## config.mk

```make
export PLATFORM = sky130hd
export DESIGN_NAME = alu_share_arbiter
export DESIGN_NICKNAME = d
export VERILOG_FILES = /design/src/rtl/alu_share_arbiter.sv
export SDC_FILE = /design/constraint.sdc
export NUM_CORES = 1
export LEC_CHECK = 0
export BUFFER_PORTS_ARGS = -buffer_cell sky130_fd_sc_hd__clkbuf_2
export CORE_UTILIZATION = 26
export DETAILED_ROUTE_END_ITERATION = 10
export GPL_TIMING_DRIVEN = 0
export PLACE_DENSITY = 0.54
export SLEW_MARGIN = 10
export SYNTH_ARGS = -nofsm -noshare
export SYNTH_HDL_FRONTEND = slang
export SYNTH_SLANG_ARGS = --single-unit
```

## constraint.sdc

```tcl
create_clock -name clk -period 2 [get_ports clk]
set_clock_uncertainty 0.2 [all_clocks]
set_input_delay 0.3 -clock clk [delete_from_list [all_inputs] [get_ports clk]]
set_output_delay 0.3 -clock clk [all_outputs]
set_load 0.005 [all_outputs]
```

## src/rtl/alu_share_arbiter.sv

```systemverilog
// alu_share_arbiter
//   Shares one combinational ALU between N_REQ requesters. A round-robin
//   scan picks one pending request, latches its operands and drives the ALU
//   from those registers. Multiply (ALUcon=4'b0011) holds the ALU for
//   MUL_CYCLES cycles; every other opcode holds it for one cycle. The result
//   is then registered and offered to the granted requester until consumed.
//
//   Optional feature: define ALU_ARB_LOCK_EN to add req_lock. A requester
//   whose lock bit is high when it is granted keeps top priority for the
//   next arbitration, so it can issue back-to-back atomic sequences.
//
// Ports
//   clk, reset             clock, synchronous active-high reset
//   req_valid / req_ready  request handshake (req_ready one-hot, IDLE only)
//   req_opA/opB/ALUcon     flattened per-requester operands and opcode
//   req_lock               (ALU_ARB_LOCK_EN only) hold priority after grant
//   rsp_valid / rsp_ready  response handshake (rsp_valid one-hot)
//   rsp_result, rsp_cout   registered ALU result and carry
//   busy                   high while an operation is in EXEC or RESP
//   alu_*                  connection to the shared ALU
module alu_share_arbiter #(
  parameter int N_REQ      = 2,
  parameter int DATA_W     = 32,
  parameter int MUL_CYCLES = 4
) (
  input  logic                    clk,
  input  logic                    reset,
  input  logic [N_REQ-1:0]        req_valid,
  output logic [N_REQ-1:0]        req_ready,
  input  logic [N_REQ*DATA_W-1:0] req_opA,
  input  logic [N_REQ*DATA_W-1:0] req_opB,
  input  logic [N_REQ*4-1:0]      req_ALUcon,
`ifdef ALU_ARB_LOCK_EN
  input  logic [N_REQ-1:0]        req_lock,
`endif
  output logic [N_REQ-1:0]        rsp_valid,
  input  logic [N_REQ-1:0]        rsp_ready,
  output logic [DATA_W-1:0]       rsp_result,
  output logic                    rsp_cout,
  output logic                    busy,
  output logic [DATA_W-1:0]       alu_opA,
  output logic [DATA_W-1:0]       alu_opB,
  output logic [3:0]              alu_ALUcon,
  input  logic [DATA_W-1:0]       alu_result,
  input  logic                    alu_cout
);

  localparam int IDX_W = (N_REQ > 1) ? $clog2(N_REQ) : 1;
  localparam int CNT_W = (MUL_CYCLES > 1) ? $clog2(MUL_CYCLES) : 1;

  typedef enum logic [1:0] {IDLE, EXEC, RESP} state_t;

  state_t             state, state_nxt;
  logic [IDX_W-1:0]   rr_ptr;
  logic [IDX_W-1:0]   gnt;
  logic [CNT_W-1:0]   cnt;
  logic [IDX_W-1:0]   gnt_nxt;
  logic               gnt_found;
  logic [IDX_W:0]     scan_idx;
  logic [3:0]         sel_con;
  logic [DATA_W-1:0]  opa_p0, opb_p0;
  logic [3:0]         alucon_p0;
  logic               lock_p0;

  // Round-robin scan: first valid requester starting at rr_ptr, wrapping.
  always_comb begin
    gnt_found = 1'b0;
    gnt_nxt   = '0;
    scan_idx  = '0;
    for (int k = 0; k < N_REQ; k++) begin
      scan_idx = {1'b0, rr_ptr} + (IDX_W+1)'(k);
      if (scan_idx >= (IDX_W+1)'(N_REQ))
        scan_idx = scan_idx - (IDX_W+1)'(N_REQ);
      if (!gnt_found && req_valid[scan_idx[IDX_W-1:0]]) begin
        gnt_found = 1'b1;
        gnt_nxt   = scan_idx[IDX_W-1:0];
      end
    end
  end

  assign sel_con = req_ALUcon[gnt_nxt*4 +: 4];

  always_comb begin
    req_ready = '0;
    if (state == IDLE && gnt_found)
      req_ready[gnt_nxt] = 1'b1;
  end

  always_comb begin
    state_nxt = state;
    case (state)
      IDLE:    if (gnt_found) state_nxt = EXEC;
      EXEC:    if (cnt == '0) state_nxt = RESP;
      RESP:    if (rsp_ready[gnt]) state_nxt = IDLE;
      default: state_nxt = IDLE;
    endcase
  end

  always_ff @(posedge clk) begin
    if (reset) state <= IDLE;
    else       state <= state_nxt;
  end

  // Grant/latch stage: operands captured on acceptance drive the ALU for the
  // whole EXEC window, so requesters may change their inputs freely.
  always_ff @(posedge clk) begin
    if (reset) begin
      rr_ptr     <= '0;
      gnt        <= '0;
      cnt        <= '0;
      rsp_valid  <= '0;
      rsp_result <= '0;
      rsp_cout   <= 1'b0;
      opa_p0     <= '0;
      opb_p0     <= '0;
      alucon_p0  <= 4'b0000;
    end else begin
      case (state)
        IDLE: begin
          if (gnt_found) begin
            gnt       <= gnt_nxt;
            opa_p0    <= req_opA[gnt_nxt*DATA_W +: DATA_W];
            opb_p0    <= req_opB[gnt_nxt*DATA_W +: DATA_W];
            alucon_p0 <= sel_con;
            cnt       <= (sel_con == 4'b0011) ? CNT_W'(MUL_CYCLES-1) : '0;
          end
        end
        EXEC: begin
          if (cnt != '0) begin
            cnt <= cnt - 1'b1;
          end else begin
            rsp_result     <= alu_result;
            rsp_cout       <= alu_cout;
            rsp_valid      <= '0;
            rsp_valid[gnt] <= 1'b1;
          end
        end
        RESP: begin
          if (rsp_ready[gnt]) begin
            rsp_valid <= '0;
            if (lock_p0)
              rr_ptr <= gnt;
            else
              rr_ptr <= (gnt == IDX_W'(N_REQ-1)) ? '0 : gnt + 1'b1;
          end
        end
        default: ;
      endcase
    end
  end

`ifdef ALU_ARB_LOCK_EN
  always_ff @(posedge clk) begin
    if (reset)
      lock_p0 <= 1'b0;
    else if (state == IDLE && gnt_found)
      lock_p0 <= req_lock[gnt_nxt];
  end
`else
  assign lock_p0 = 1'b0;
`endif

  assign busy       = (state != IDLE);
  assign alu_opA    = opa_p0;
  assign alu_opB    = opb_p0;
  assign alu_ALUcon = alucon_p0;

endmodule

```

==> qor.csv, run 1 <==
stage;metric;value;unit
worst_hold_path;hold_path_class;in -> reg;
place;numPortBuffers;280;
yosys;yosysMostFrequentCell;dfxtp_1;
yosys;async_flop_share;0;%
clock_tree;numCtsBuffers;9;
pwr;p_per_area;955;mW/mm^2
sta;fmax;0.511;GHz
yosys;synth_cell_type_count;33;
setup_path;cp-start-kind;flop;
sta;period_minus_slack;1.96;ns
finish;antenna_cells;0;
die;die_height;128;um
die;dieArea;0.0164;mm^2
route;vias;4701;
finish;fillCellCount;1545;
finish;fin_cells;993;
yosys;synth_commonest_cells;109 x dfxtp_1, 74 x nor2_1, 70 x nand2_1;
sta;max-slew-margin-rel;53.6;%
yosys;avgSynthCellArea;9.43;um^2
pwr;vdd_ir_drop_max;0.000386;V
yosys;synth_area_leaders;dfxtp_1 53%, a222oi_1 16%, nor2_1 6.7%, nand2_1 6.4%, a21oi_1 4.4%;
status;status;finished clean;
setup_path;timing.rr.end;alu_opB[9];
grt;grt_max_degree;18;
die;pin_count;281;
place;hpwlAfterDp;11100;um
clock_tree;cts_max_level;3;
pwr;intPower;4320;uW
pwr;p_comb_share;30.7;%
pwr;switching_power;1960;uW
clock_tree;cts_buffer_depth;2;
setup_path;rr_startpoint;state[1];
clock_tree;cts.clk_slew.worst_paths;0.07;ns
clock_tree;cts-root-buf;clkbuf_16;
route;wire_per_inst;14.8;um
grt;antenna_found_initial;0;
sta;rsz0062_at_grt;true;
sta;final-setup-viol-count;0;
die;core-area;0.0154;mm^2
setup_path;cp_common_cell;buf_6;
setup_path;critical-path-slowest-cell;dfxtp_2;
pwr;sw_frac_of_total;31.2;%
route;vias_per_cell;4.73;
setup_path;worstRegToRegCells;7;
yosys;synth_top_cell_by_area;dfxtp_1;
route;ant_nets;0;
setup_path;cp.required;1.50;ns
setup_path;r2r_setup_slack;0.16;ns
sta;hold_violations;0;
yosys;synth_fp_nets;614;
route;dr.pass1.iters;8;
clock_tree;cts_tree;built;
yosys;synthesis.area;0.00413;mm^2
die;core.rowCount;45;
route;drtIter0Drc;363;
yosys;synthCells;438;
setup_path;crit_family;buffers and inverters;
pwr;p_clk_share;26.5;%
sta;tightest_slew;0.695;ns
setup_path;critical_path_buf_inv_count;4;
sta;drv_slew;0;
place;dp_cells;929;
setup_path;crit_path_cell_trace;buf_6 > nor2_4 > inv_2 > a211oi_4 > buf_4 > buf_6;
place;routabilityCongestion;0.762;
yosys;synth_top_area_share;52.8;%
pwr;p_seq_share;42.8;%
setup_path;crit_type;reg -> out;
yosys;ys_seq_elements;109;
route;wirelength;14700;um
finish;drive_gt1_share;43.0;%
yosys;ys.flop_type;dfxtp_1;
sta;tns;0;ns
finish;area_growth;59.0;%
yosys;ys_seq_area_share;52.8;%
yosys;synth_edf_count;0;
setup_path;end_kind;output port;
die;fp.dieW;128;um
worst_hold_path;holdPathEnd;alu_opA[18];
die;start_util;26.9;%
pwr;p_leak;0.00311;uW
setup_path;cpPeakStageDelay;0.32;ns
setup_path;path_max_fanout;6;
worst_hold_path;holdCritStartpoint;req_opA[50];
clock_tree;cts_sinks;109;
clock_tree;clock_latency;0.34;ns
route;drc;0;
setup_path;worst_ep_arrival_time;1.46;ns
sta;min_period_over_period;97.8;%
grt;grt_pass1_wl;22100;um
grt;grt.total_usage;17.3;%
yosys;yosys_warnings;0;
finish;final_nets;953;
grt;gr-total-overflow;0;
grt;grt_pass1_vias;4565;
worst_hold_path;hold_depth;3;
job;maxCapViolations;0;
cells by family (layout without fill, tap and decap cells):
| family | after synthesis | count (layout) | share of synthesized area [%] |
|---|---|---|---|
| AOI/OAI and AO/OA | 116 | 116 | 22.7 |
| DFF | 109 | 109 | 52.8 |
| buffers and inverters | 46 | 390 | 6.57 |
| adders and majority gates | 1 | 1 | 0.303 |
| muxes | 7 | 7 | 1.73 |
| and+or+nand+nor | 159 | 159 | 15.9 |
worst register-to-register path, cell delays in order (launching register included):
cell and delay [ns]:
dfxtp_2 0.32, buf_6 0.12, nor2_4 0.11, o21ai_1 0.10, buf_2 0.20, clkbuf_1 0.26
a222oi_1 0.35, nor2_1 0.06
power groups by stage:
stage / clock [uW] / combinational (uW) / sequential, uW
floorplan: 0 / 1020 / 2730
global placement: 0 / 1780 / 2720
detailed placement: 0 / 1800 / 2720
CTS: 1730 / 1890 / 2680
global route: 1820 / 2140 / 2720
finish: 1660 / 1930 / 2680
repair_timing:
item                                    4_1_cts  5_1_grt
endpoints found under the setup margin        2       22
hold buffers                                 41        0
gates resized for setup                       4        7
pin swaps                                     0        2
hold endpoints to repair                     41        0
setup buffers                                 1        6
cloned                                        0        0
cell type report:
| type | count | area [um^2] | share of cell area (%) |
|---|---|---|---|
| sequential | 109 | 2180 | 33.2 |
| timing repair buffer | 328 | 1870 | 28.5 |
| multi-input combinational | 283 | 1690 | 25.8 |
| buffer | 42 | 265 | 4.04 |
| tap | 211 | 264 | 4.02 |
| clock buffer | 11 | 243 | 3.70 |
| clock inverter | 5 | 35.0 | 0.533 |
| inverter | 4 | 15.0 | 0.229 |
metrics by stage:
step	hold slack, ns	util, %	power (uW)	cell area [um^2]	setup slack (ns)
after floorplan	0.236	-	3740	4130	0.436
after global placement	0.240	37.7	4490	5800	0.0386
after detailed placement	0.247	37.7	4530	5800	0.0474
after CTS	0.000616	42.3	6300	6510	0.0151
after global routing	0.00341	42.7	6670	6570	-0.0142
final	0.0135	42.7	6280	6570	0.0430
sequential cells by signal, summed over array words and instances, names as in the netlist:
name / cells
alu_ALUcon: 4
rsp_result: 32
rsp_cout: 1
rsp_valid: 2
alu_opA: 32
alu_opB: 32
rr_ptr: 1
gnt: 1
cnt: 2
state: 2
worst max-delay path by stage:
stage          depth (start not counted)  startpoint             end
6_report                               6    state[1]    req_ready[0]
5_1_grt                                6    state[1]    req_ready[0]
4_1_cts                                5    state[1]    req_ready[1]
3_5_place_dp                           4       reset     alu_opA[23]
3_3_place_gp                           4       reset     alu_opA[24]
2_1_floorplan                          6      cnt[0]  rsp_result[10]
cells in the final DEF (no fill, tap or decap), drive strengths merged:
cell type and n:
a211oi 7, a21oi 36, a222oi 64, a2bb2oi 1, a31oi 2, and3b 1, buf 30, clkbuf 310
clkinv 3, clkinvlp 1, dfxtp 109, dlygate4sd3 41, ha 1, inv 5, mux2 1, mux2i 6
nand2 70, nand2b 1, nand3 1, nand3b 1, nor2 76, nor2b 3, nor3 1, nor4b 1
nor4bb 3, o211a 1, o21ai 5, or4 1
layer usage:
layer / track usage [%] / wire length (um)
met2: 30.0 / 7220
met5: 0 / 0
met4: 6.85 / 282
met3: 4.67 / 1070
met1: 20.1 / 6160
No activity file was read; power rests on OpenSTA's default activity.
==> run 2: changes to the inputs <==
--- a/config.mk
+++ b/config.mk
@@ -7,9 +7,10 @@
 export LEC_CHECK = 0
 export BUFFER_PORTS_ARGS = -buffer_cell sky130_fd_sc_hd__clkbuf_2
 export CORE_UTILIZATION = 26
+export CTS_CLUSTER_SIZE = 25
 export DETAILED_ROUTE_END_ITERATION = 10
 export GPL_TIMING_DRIVEN = 0
-export PLACE_DENSITY = 0.54
+export PLACE_DENSITY = 0.56
 export SLEW_MARGIN = 10
 export SYNTH_ARGS = -nofsm -noshare
 export SYNTH_HDL_FRONTEND = slang
==> constraint.sdc (replaced) <==
create_clock -name clk -period 1.7 [get_ports clk]
set_clock_uncertainty 0.2 [all_clocks]
set_input_delay 0.255 -clock clk [delete_from_list [all_inputs] [get_ports clk]]
set_output_delay 0.255 -clock clk [all_outputs]
set_load 0.005 [all_outputs]
==> qor.csv, run 2 (same netlist as run 1, synthesis figures left out) <==
stage;metric;value;unit
status;status;finished with violations;
status;violations;setup timing;
route;wire_per_inst;15.1;um
setup_path;crit_path_cell_trace;nor2_4 > inv_2 > a211oi_2 > buf_4 > clkbuf_2;
finish;area_growth;90.2;%
setup_path;critical-path-slowest-cell;dfxtp_4;
route;dr.pass1.iters;9;
setup_path;cpPeakStageDelay;0.36;ns
route;vias;5294;
die;core.rowCount;45;
setup_path;r2r_setup_slack;0;ns
route;vias_per_cell;4.76;
sta;tightest_slew;0.683;ns
sta;fmax;0.571;GHz
clock_tree;numCtsBuffers;9;
sta;drv_slew;0;
clock_tree;cts.clk_slew.worst_paths;0.07;ns
clock_tree;clock_latency;0.34;ns
worst_hold_path;holdPathEnd;alu_ALUcon[3];
clock_tree;cts_tree;built;
worst_hold_path;hold_depth;3;
route;ant_nets;0;
route;drc;0;
finish;drive_gt1_share;38.0;%
place;dp_cells;929;
clock_tree;cts-root-buf;clkbuf_16;
sta;hold_violations;0;
die;dieArea;0.0164;mm^2
pwr;vdd_ir_drop_max;0.000455;V
worst_hold_path;hold_path_class;in -> reg;
sta;min_period_over_period;103;%
die;core-area;0.0154;mm^2
finish;fillCellCount;1422;
sta;max-slew-margin-rel;54.4;%
setup_path;worstRegToRegCells;5;
grt;grt.total_usage;20.1;%
route;drtIter0Drc;433;
finish;final_cell_mix;281 x clkbuf_2, 162 x dlygate4sd3_1, 106 x dfxtp_1, 74 x nor2_1, 70 x nand2_1;
clock_tree;cts_sinks;109;
die;die_height;128;um
sta;rsz0062_at_grt;true;
sta;fin_ws;-0.0498;ns
setup_path;rr_startpoint;rr_ptr;
finish;final_common_cell;clkbuf_2;
die;start_util;26.9;%
grt;gr-total-overflow;0;
place;routabilityCongestion;0.774;
sta;final-setup-viol-count;2;
setup_path;timing.rr.end;alu_opA[30];
route;wirelength;16700;um
die;fp.dieW;128;um
job;maxCapViolations;0;
setup_path;crit_type;reg -> out;
grt;grt_pass1_vias;5450;
setup_path;worst_ep_arrival_time;1.29;ns
finish;final_nets;1072;
worst_hold_path;holdCritStartpoint;req_ALUcon[7];
setup_path;cp-start-kind;flop;
setup_path;end_kind;output port;
place;hpwlAfterDp;10500;um
die;pin_count;281;
clock_tree;cts_max_level;3;
place;numPortBuffers;280;
clock_tree;cts_buffer_depth;2;
grt;grt_pass1_wl;25900;um
grt;grt_max_degree;17;
finish;utilization;51.1;%
setup_path;path_max_fanout;3;
pwr;p_per_area;1010;mW/mm^2
finish;fin_cells;1112;
grt;antenna_found_initial;0;
pwr;p_leak;0.00364;uW
sta;period_minus_slack;1.75;ns
setup_path;cp.required;1.24;ns
run 2: cell count changes in the layout (fill, tap and decap cells not counted), sizes merged:
cell / delta
diode: +1
clkbuf: -1
buf: -1
inv: -1
dlygate4sd3: +121
clkinvlp: -1
bufinv: +1
run 2: layout make-up:
| class | instances | area (um^2) | share of cell area [%] |
|---|---|---|---|
| clock buffer | 11 | 243 | 3.09 |
| multi-input combinational | 283 | 1700 | 21.7 |
| antenna | 1 | 2.50 | 0.0318 |
| inverter | 4 | 15.0 | 0.191 |
| clock inverter | 4 | 48.8 | 0.621 |
| tap | 211 | 264 | 3.36 |
| sequential | 109 | 2190 | 27.8 |
| timing repair buffer | 449 | 3090 | 39.3 |
| buffer | 40 | 308 | 3.92 |
run 2: per-stage QoR:
stage / setup slack (ns) / area [um^2] / TNS [ns] / power [uW] / hold slack (ns)
detailed placement: -0.217 / 5800 / -12.31 / 5310 / 0.247
global placement: -0.200 / 5800 / -10.71 / 5320 / 0.243
floorplan: 0.136 / 4130 / 0 / 4400 / 0.191
CTS: -0.104 / 7770 / -0.175 / 7820 / 0.0104
global route: -0.106 / 7860 / -1.56 / 8360 / 0.0666
finish: -0.0498 / 7860 / -0.0941 / 7900 / 0.0518
run 2: power by group:
group | internal, uW | total [uW] | switching (uW) | leakage [uW]
sequential | 2940 | 3170 | 227 | 0.000896
clock | 1170 | 2120 | 943 | 0.000145
combinational | 1370 | 2620 | 1250 | 0.00260
total | 5480 | 7900 | 2420 | 0.00364
run 2: layer usage:
layer / vias to the layer above / GRT usage [%] / wire, um
met5: - / 0 / 0
met4: 0 / 11.1 / 516
met3: 47 / 4.42 / 1220
met2: 276 / 34.9 / 8310
met1: 2421 / 22.8 / 6700
li1: 2550 / - / -
run 2: worst max path at each step:
stage,from,end,slack (ns),cells after the start
floorplan,cnt[0],rsp_result[10],0.14,6
global placement,cnt[0],rsp_result[13],-0.20,6
detailed placement,cnt[0],rsp_result[17],-0.22,6
CTS,state[1],req_ready[0],-0.10,5
global route,state[1],req_ready[0],-0.11,5
finish,state[1],req_ready[0],-0.05,5
run 2: worst max-delay path: cells and delay by family, from the launching register on:
family / cells / cell delay [ns]
DFF: 1 / 0.36
AOI/OAI and AO/OA: 1 / 0.17
and+or+nand+nor: 1 / 0.12
buffers and inverters: 3 / 0.31
run 2: what timing repair did:
item	4_1_cts	5_1_grt
hold buffers	162	0
endpoints found under the setup margin	91	85
resized for setup	17	34
endpoints found under the hold margin	99	0
buffers inserted	6	1
pin swaps	5	17
